$ cat src/rtl/snn_pkg.sv
// Shared types and the saturation helper for the time-multiplexed synapse scheduler.
package snn_pkg;

    localparam int SNN_W = 18;

    typedef logic signed [SNN_W-1:0] current_t;
    typedef logic signed [SNN_W-1:0] weight_t;

    typedef enum logic [1:0] {
        IDLE,
        UPDATE,
        DONE
    } sched_state_t;

    typedef struct packed {
        logic     ovf;
        current_t val;
    } sat_res_t;

    // The value fits only when every bit above the W-bit sign bit repeats that sign bit.
    function automatic sat_res_t sat_w(input logic signed [SNN_W+2:0] x);
        sat_res_t res;
        if ((x[SNN_W+2:SNN_W-1] == '0) || (x[SNN_W+2:SNN_W-1] == '1)) begin
            res.ovf = 1'b0;
            res.val = x[SNN_W-1:0];
        end else begin
            res.ovf = 1'b1;
            res.val = x[SNN_W+2] ? {1'b1, {(SNN_W-1){1'b0}}} : {1'b0, {(SNN_W-1){1'b1}}};
        end
        return res;
    endfunction

endpackage

$ cat src/rtl/synapse_update_dp.sv
// Combinational leak, weighted spike sum and saturation for one synapse.
module synapse_update_dp
    import snn_pkg::*;
#(
    parameter int N_IN       = 3,
    parameter int W          = SNN_W,
    parameter int LEAK_SHIFT = 4
) (
    input  logic signed [W-1:0]      v_i,
    input  logic        [N_IN*W-1:0] weights_i,
    input  logic        [N_IN-1:0]   spikes_i,
    output logic signed [W-1:0]      vnew_o,
    output logic                     sat_o
);

    logic signed [W+2:0] acc;
    sat_res_t            res;

    // Three guard bits cover the worst case of a full-scale current plus N_IN full-scale weights.
    always_comb begin
        acc = (W+3)'(v_i) - (W+3)'(v_i >>> LEAK_SHIFT);
        for (int j = 0; j < N_IN; j++) begin
            if (spikes_i[j]) begin
                acc = acc + (W+3)'($signed(weights_i[j*W +: W]));
            end
        end
        res    = sat_w(acc);
        vnew_o = res.val;
        sat_o  = res.ovf;
    end

endmodule

$ cat src/rtl/synapse_scheduler.sv
// Walks all synapses once per timestep tick through a single shared update datapath
// and streams the refreshed currents to the membrane integrators.
module synapse_scheduler
    import snn_pkg::*;
#(
    parameter int N_SYN      = 8,
    parameter int N_IN       = 3,
    parameter int W          = SNN_W,
    parameter int LEAK_SHIFT = 4
) (
    input  logic                       clock,
    input  logic                       reset,
    input  logic                       tick,
    input  logic [N_SYN*N_IN-1:0]      spike_in,
    input  logic                       cfg_we,
    input  logic [$clog2(N_SYN)-1:0]   cfg_syn,
    input  logic [$clog2(N_IN)-1:0]    cfg_in,
    input  logic signed [W-1:0]        cfg_weight,
    output logic                       cfg_ready,
    output logic                       busy,
    output logic                       cur_valid,
    output logic [$clog2(N_SYN)-1:0]   cur_idx,
    output logic signed [W-1:0]        cur_data,
    output logic                       done,
    input  logic                       err_clr,
    output logic                       sat_flag,
    output logic                       err_flag
);

    localparam int IW = $clog2(N_SYN);

    sched_state_t          state_q, state_d;
    logic [IW-1:0]         idx_q, idx_d;
    logic [N_SYN*N_IN-1:0] spk_q;
    logic signed [W-1:0]   v_q [N_SYN];
    logic signed [W-1:0]   w_q [N_SYN][N_IN];
    logic                  curValid_q;
    logic [IW-1:0]         curIdx_q;
    logic signed [W-1:0]   curData_q;
    logic                  satFlag_q;
    logic                  errFlag_q;

    logic                  isIdle;
    logic                  cfgInRange;
    logic                  cfgAccept;
    logic                  errSet;
    logic                  satSet;
    logic [N_IN*W-1:0]     dpWeights;
    logic [N_IN-1:0]       dpSpikes;
    logic signed [W-1:0]   dpVnew;
    logic                  dpSat;

    always_comb begin
        state_d = state_q;
        idx_d   = idx_q;
        case (state_q)
            IDLE: begin
                if (tick) begin
                    state_d = UPDATE;
                    idx_d   = '0;
                end
            end
            UPDATE: begin
                if (idx_q == IW'(N_SYN-1)) begin
                    state_d = DONE;
                    idx_d   = '0;
                end else begin
                    idx_d = idx_q + IW'(1);
                end
            end
            DONE: begin
                state_d = IDLE;
            end
            default: begin
                state_d = IDLE;
                idx_d   = '0;
            end
        endcase
    end

    // Weight writes only land while idle; anything else is dropped and flagged.
    always_comb begin
        isIdle     = (state_q == IDLE);
        cfgInRange = (int'(cfg_syn) < N_SYN) && (int'(cfg_in) < N_IN);
        cfgAccept  = cfg_we && isIdle && cfgInRange;
        errSet     = (tick && !isIdle) || (cfg_we && !(isIdle && cfgInRange));
        satSet     = (state_q == UPDATE) && dpSat;
        dpWeights  = '0;
        for (int j = 0; j < N_IN; j++) begin
            dpWeights[j*W +: W] = w_q[idx_q][j];
        end
        dpSpikes = spk_q[int'(idx_q)*N_IN +: N_IN];
    end

    synapse_update_dp #(
        .N_IN      (N_IN),
        .W         (W),
        .LEAK_SHIFT(LEAK_SHIFT)
    ) u_dp (
        .v_i      (v_q[idx_q]),
        .weights_i(dpWeights),
        .spikes_i (dpSpikes),
        .vnew_o   (dpVnew),
        .sat_o    (dpSat)
    );

    always_ff @(posedge clock) begin
        if (reset) begin
            state_q    <= IDLE;
            idx_q      <= '0;
            spk_q      <= '0;
            curValid_q <= 1'b0;
            curIdx_q   <= '0;
            curData_q  <= '0;
            satFlag_q  <= 1'b0;
            errFlag_q  <= 1'b0;
            for (int k = 0; k < N_SYN; k++) begin
                v_q[k] <= '0;
                for (int j = 0; j < N_IN; j++) begin
                    w_q[k][j] <= '0;
                end
            end
        end else begin
            state_q    <= state_d;
            idx_q      <= idx_d;
            curValid_q <= (state_q == UPDATE);
            if (isIdle && tick) begin
                spk_q <= spike_in;
            end
            if (cfgAccept) begin
                w_q[cfg_syn][cfg_in] <= cfg_weight;
            end
            if (state_q == UPDATE) begin
                v_q[idx_q] <= dpVnew;
                curIdx_q   <= idx_q;
                curData_q  <= dpVnew;
            end
            // A clear and a new event in the same cycle leave the flag set.
            satFlag_q <= (err_clr ? 1'b0 : satFlag_q) | satSet;
            errFlag_q <= (err_clr ? 1'b0 : errFlag_q) | errSet;
        end
    end

    assign cfg_ready = isIdle;
    assign busy      = !isIdle;
    assign done      = (state_q == DONE);
    assign cur_valid = curValid_q;
    assign cur_idx   = curIdx_q;
    assign cur_data  = curData_q;
    assign sat_flag  = satFlag_q;
    assign err_flag  = errFlag_q;

endmodule
$ cat config.mk
export PLATFORM = sky130hd
export DESIGN_NAME = synapse_scheduler
export DESIGN_NICKNAME = d
export VERILOG_FILES = /design/src/rtl/snn_pkg.sv /design/src/rtl/synapse_update_dp.sv /design/src/rtl/synapse_scheduler.sv
export SDC_FILE = /design/constraint.sdc
export NUM_CORES = 1
export LEC_CHECK = 0
export BUFFER_PORTS_ARGS = -buffer_cell sky130_fd_sc_hd__clkbuf_2
export CORE_AREA = 2 2 197 344
export DETAILED_ROUTE_END_ITERATION = 8
export DIE_AREA = 0 0 199 346
export GPL_ROUTABILITY_DRIVEN = 1
export HOLD_SLACK_MARGIN = 0.15
export PLACE_DENSITY = 0.74
export SLEW_MARGIN = 15
export SYNTH_ARGS = -nofsm -noshare
export SYNTH_HDL_FRONTEND = slang
export SYNTH_SLANG_ARGS = --single-unit
$ cat constraint.sdc
create_clock -name clock -period 24.5 [get_ports clock]
set_input_delay 2.45 -clock clock [delete_from_list [all_inputs] [get_ports clock]]
set_output_delay 2.45 -clock clock [all_outputs]
set_load 0.02 [all_outputs]
==> run_results.csv <==
group,metric,value,unit
clock_tree,htreeDepth,2,
synthesis,ys_seq_elements,632,
place,hpwl,60.4,mm
drt,first_pass_iters,5,
drt,viasPerCell,5.98,
place,io_buffers,78,
clock_tree,cts-buffers-inserted,54,
worst_setup_path,cp_slowest_cell,"nand2_2",
grt,grtUsageTotal,25.4,%
finish,area_growth,8.82,%
sta,period_share,47.2,%
finish,final_nets,2697,
grt,grt_pass1_vias,21500,
worst_setup_path,worstPathArrival,11.91,ns
synthesis,netlist_instances,2538,
sta,tightest_slew,1.18,ns
worst_setup_path,start_kind,"register",
outcome,status,"finished clean",
die,die_x,199,um
sta,tns,0,ns
worst_setup_path,ff2ff_setup_slack,12.93,ns
worst_setup_path,worst-setup-path-type,"reg -> reg",
pwr,p_leak,13.4,nW
clock_tree,postCtsHoldBufs,0,
sta,max_freq,0.0864,GHz
drt,drt_wl_total,86.7,mm
worst_setup_path,cpMostUsedCell,"a21oi_1",
drt,drt_iter0_drc,1686,
clock_tree,clk_path_buf_depth,3,
grt,antenna_found_initial,1,
clock_tree,tritoncts,"done",
sta,setup_viol_count_final,0,
synthesis,post_synth.cell_area_avg,12.9,um^2
finish,fin_util,54.0,%
worst_setup_path,required,24.84,ns
clock_tree,cts.sinks,632,
die,rows,125,
sta,post-route-min-period,11.57,ns
grt,grt_pass1_wl,129,mm
sta,hold_violations,0,
worst_setup_path,worst_path_largest_cell_delay,0.97,ns
finish,drive_above_1_share,18.8,%
pwr,intPower,0.00209,W
run,max_cap_viol_count,0,
clock_tree,cts_resized,0,
worst_setup_path,end_kind,"register",
drt,post-route-drc-count,0,
grt,grt_overflow_total,0,
drt,route.vias.total,20900,
hold_path,min_path_type,"reg -> reg",
finish,fin_area,35700,um^2
grt,grt_start_max_net_pins,109,
pwr,pwr-share-comb,36.1,%
pwr,peakVddDrop,0.0613,mV
synthesis,synthesis.nets,2679,
drt,antenna_left,0,
synthesis,async_flop_share,0,%
worst_setup_path,endpoint,"v_q[5][3]",
synthesis,synth_flop_cell,"edfxtp_1",
synthesis,ys_types,86,
clock_tree,post_cts.repair.setup_buffers,0,
synthesis,synth_edf_count,576,
pwr,switching_power,0.00118,W
place,gp_congestion,0.936,
pwr,p_sw_share,36.0,%
die,core_area,66200,um^2
worst_setup_path,r2r-end,"v_q[5][3]",
synthesis,ys_seq_area_share,56.1,%
die,die_h,346,um
clock_tree,clk_pin_slew,0.07,ns
clock_tree,clock_latency,0.64,ns
sta,final.setup_skew,0.0508,ns
sta,rsz0062_at_grt,"no",
pwr,power_frac_clock,25.8,%
pwr,power_density,91.5,nW/um^2
clock_tree,clock-root-buffer,"clkbuf_16",
place,dpl_cell_area,34000,um^2
die,die_area,68900,um^2
pwr,power.share.sequential,38.1,%
die,pin_count,79,
worst_setup_path,critPathMaxFanout,66,
sta,maxSlewHeadroom,20.7,%
drt,wire_per_inst,24.8,um
sta,final_max_slew_viol_count,0,
synthesis,yosys_warnings,0,
die,initial_core_util,49.6,%
worst_setup_path,r2r_cells,35,
synthesis,synth_area,32800,um^2
power by group through the flow:
stage | clock [W] | sequential (W) | combinational, W
after floorplan | 0 | 0.00127 | 0.000836
after global placement | 0 | 0.00126 | 0.00114
after detailed placement | 0 | 0.00127 | 0.00116
after CTS | 0.000853 | 0.00124 | 0.00117
after global routing | 0.000886 | 0.00125 | 0.00128
final | 0.000844 | 0.00124 | 0.00118
cells in the final DEF (no fill, tap or decap), types with 13 or more instances in the layout:
cell type    n
xor2_1      21
nor2b_1     13
a21oi_1    163
clkbuf_16   54
dfxtp_1     53
nand3_1     19
buf_4       40
mux2_2      77
clkbuf_2    78
ha_1        85
or2_2       26
nand2_1    152
nor3_1      15
inv_1       47
mux2i_1     28
xnor2_1     30
nor2_1     174
edfxtp_1   576
mux4_2     146
nand2b_1    21
o21ai_0     58
a21o_1      20
and2_1     447
cells in the mapped netlist (20+ instances only):
cell	count	area, um^2
xor2_1	21	184
edfxtp_1	576	17300
clkbuf_1	108	405
mux2i_1	28	280
xnor2_1	30	263
dfxtp_1	56	1120
nand2b_1	21	131
a21oi_1	163	816
buf_1	24	90.1
inv_1	47	176
nor2_1	175	657
ha_1	85	1060
mux4_2	146	3290
and2_1	447	2800
mux2_2	77	867
or2_2	26	163
o21ai_0	59	295
nand2_1	153	574
a21o_1	20	150
layer usage:
layer | up-vias | routed length, um | global-route usage, %
li1 | 9383 | - | -
met1 | 10400 | 29200 | 27.1
met2 | 786 | 46500 | 46.2
met3 | 271 | 4630 | 3.35
met4 | 0 | 6420 | 17.0
met5 | - | 0 | 0
metrics by stage:
stage	power, W	hold WS [ns]	setup WS, ns	std cells
2_1_floorplan	0.00210	0.432	15.23	2538
3_3_place_gp	0.00240	0.443	13.33	3389
3_5_place_dp	0.00243	0.447	13.19	3389
4_1_cts	0.00327	0.455	13.11	3487
5_1_grt	0.00341	0.472	12.18	3487
6_report	0.00327	0.451	12.93	3489
worst min-delay path by stage:
stage                            start           end  slack, ns  cells after the start
after global placement       spk_q[12]     spk_q[12]       0.44                      2
after global routing         spk_q[19]     spk_q[19]       0.47                      2
after floorplan              spk_q[21]     spk_q[21]       0.43                      2
final                     cur_data[12]  cur_data[12]       0.45                      2
after detailed placement  cur_data[12]  cur_data[12]       0.45                      2
after CTS                 cur_data[12]  cur_data[12]       0.46                      2
logic make-up (layout without fill, tap and decap cells):
family | count (synthesis) | after routing | synth area share, %
mux | 253 | 253 | 13.6
xor+xnor | 53 | 53 | 1.46
fa+ha+maj | 89 | 89 | 3.48
flops | 632 | 632 | 56.1
compound gates | 390 | 390 | 7.79
other cells | 0 | 2 | 0
simple gates | 917 | 917 | 15.0
buf+inv | 204 | 264 | 2.55
flip-flops by register name (all words and copies together), names as in the netlist, named ones only:
name and count:
v_q 144, spk_q 24, state_q 2, cur_valid 1, w_q 432, err_flag 1
idx_q 3, cur_data 18, sat_flag 1, cur_idx 3
worst max-delay path: cells and delay by family, from the launching register on:
family | cells | cell delay [ns]
mux | 4 | 1.45
compound gates | 12 | 2.67
simple gates | 9 | 2.72
xor+xnor | 4 | 0.94
fa+ha+maj | 4 | 1.40
flops | 1 | 0.67
buf+inv | 2 | 1.15
cell type report:
class	instances	area, um^2
repair buffers	119	711
flip-flops and latches	632	18400
multi-input cells	1702	13600
clock inverters	32	290
clock buffers	66	1420
well taps	889	1110
diodes	2	5.00
fillers	5406	30400
inverters	47	176
Note: power is estimated with default switching activity, not from simulation.
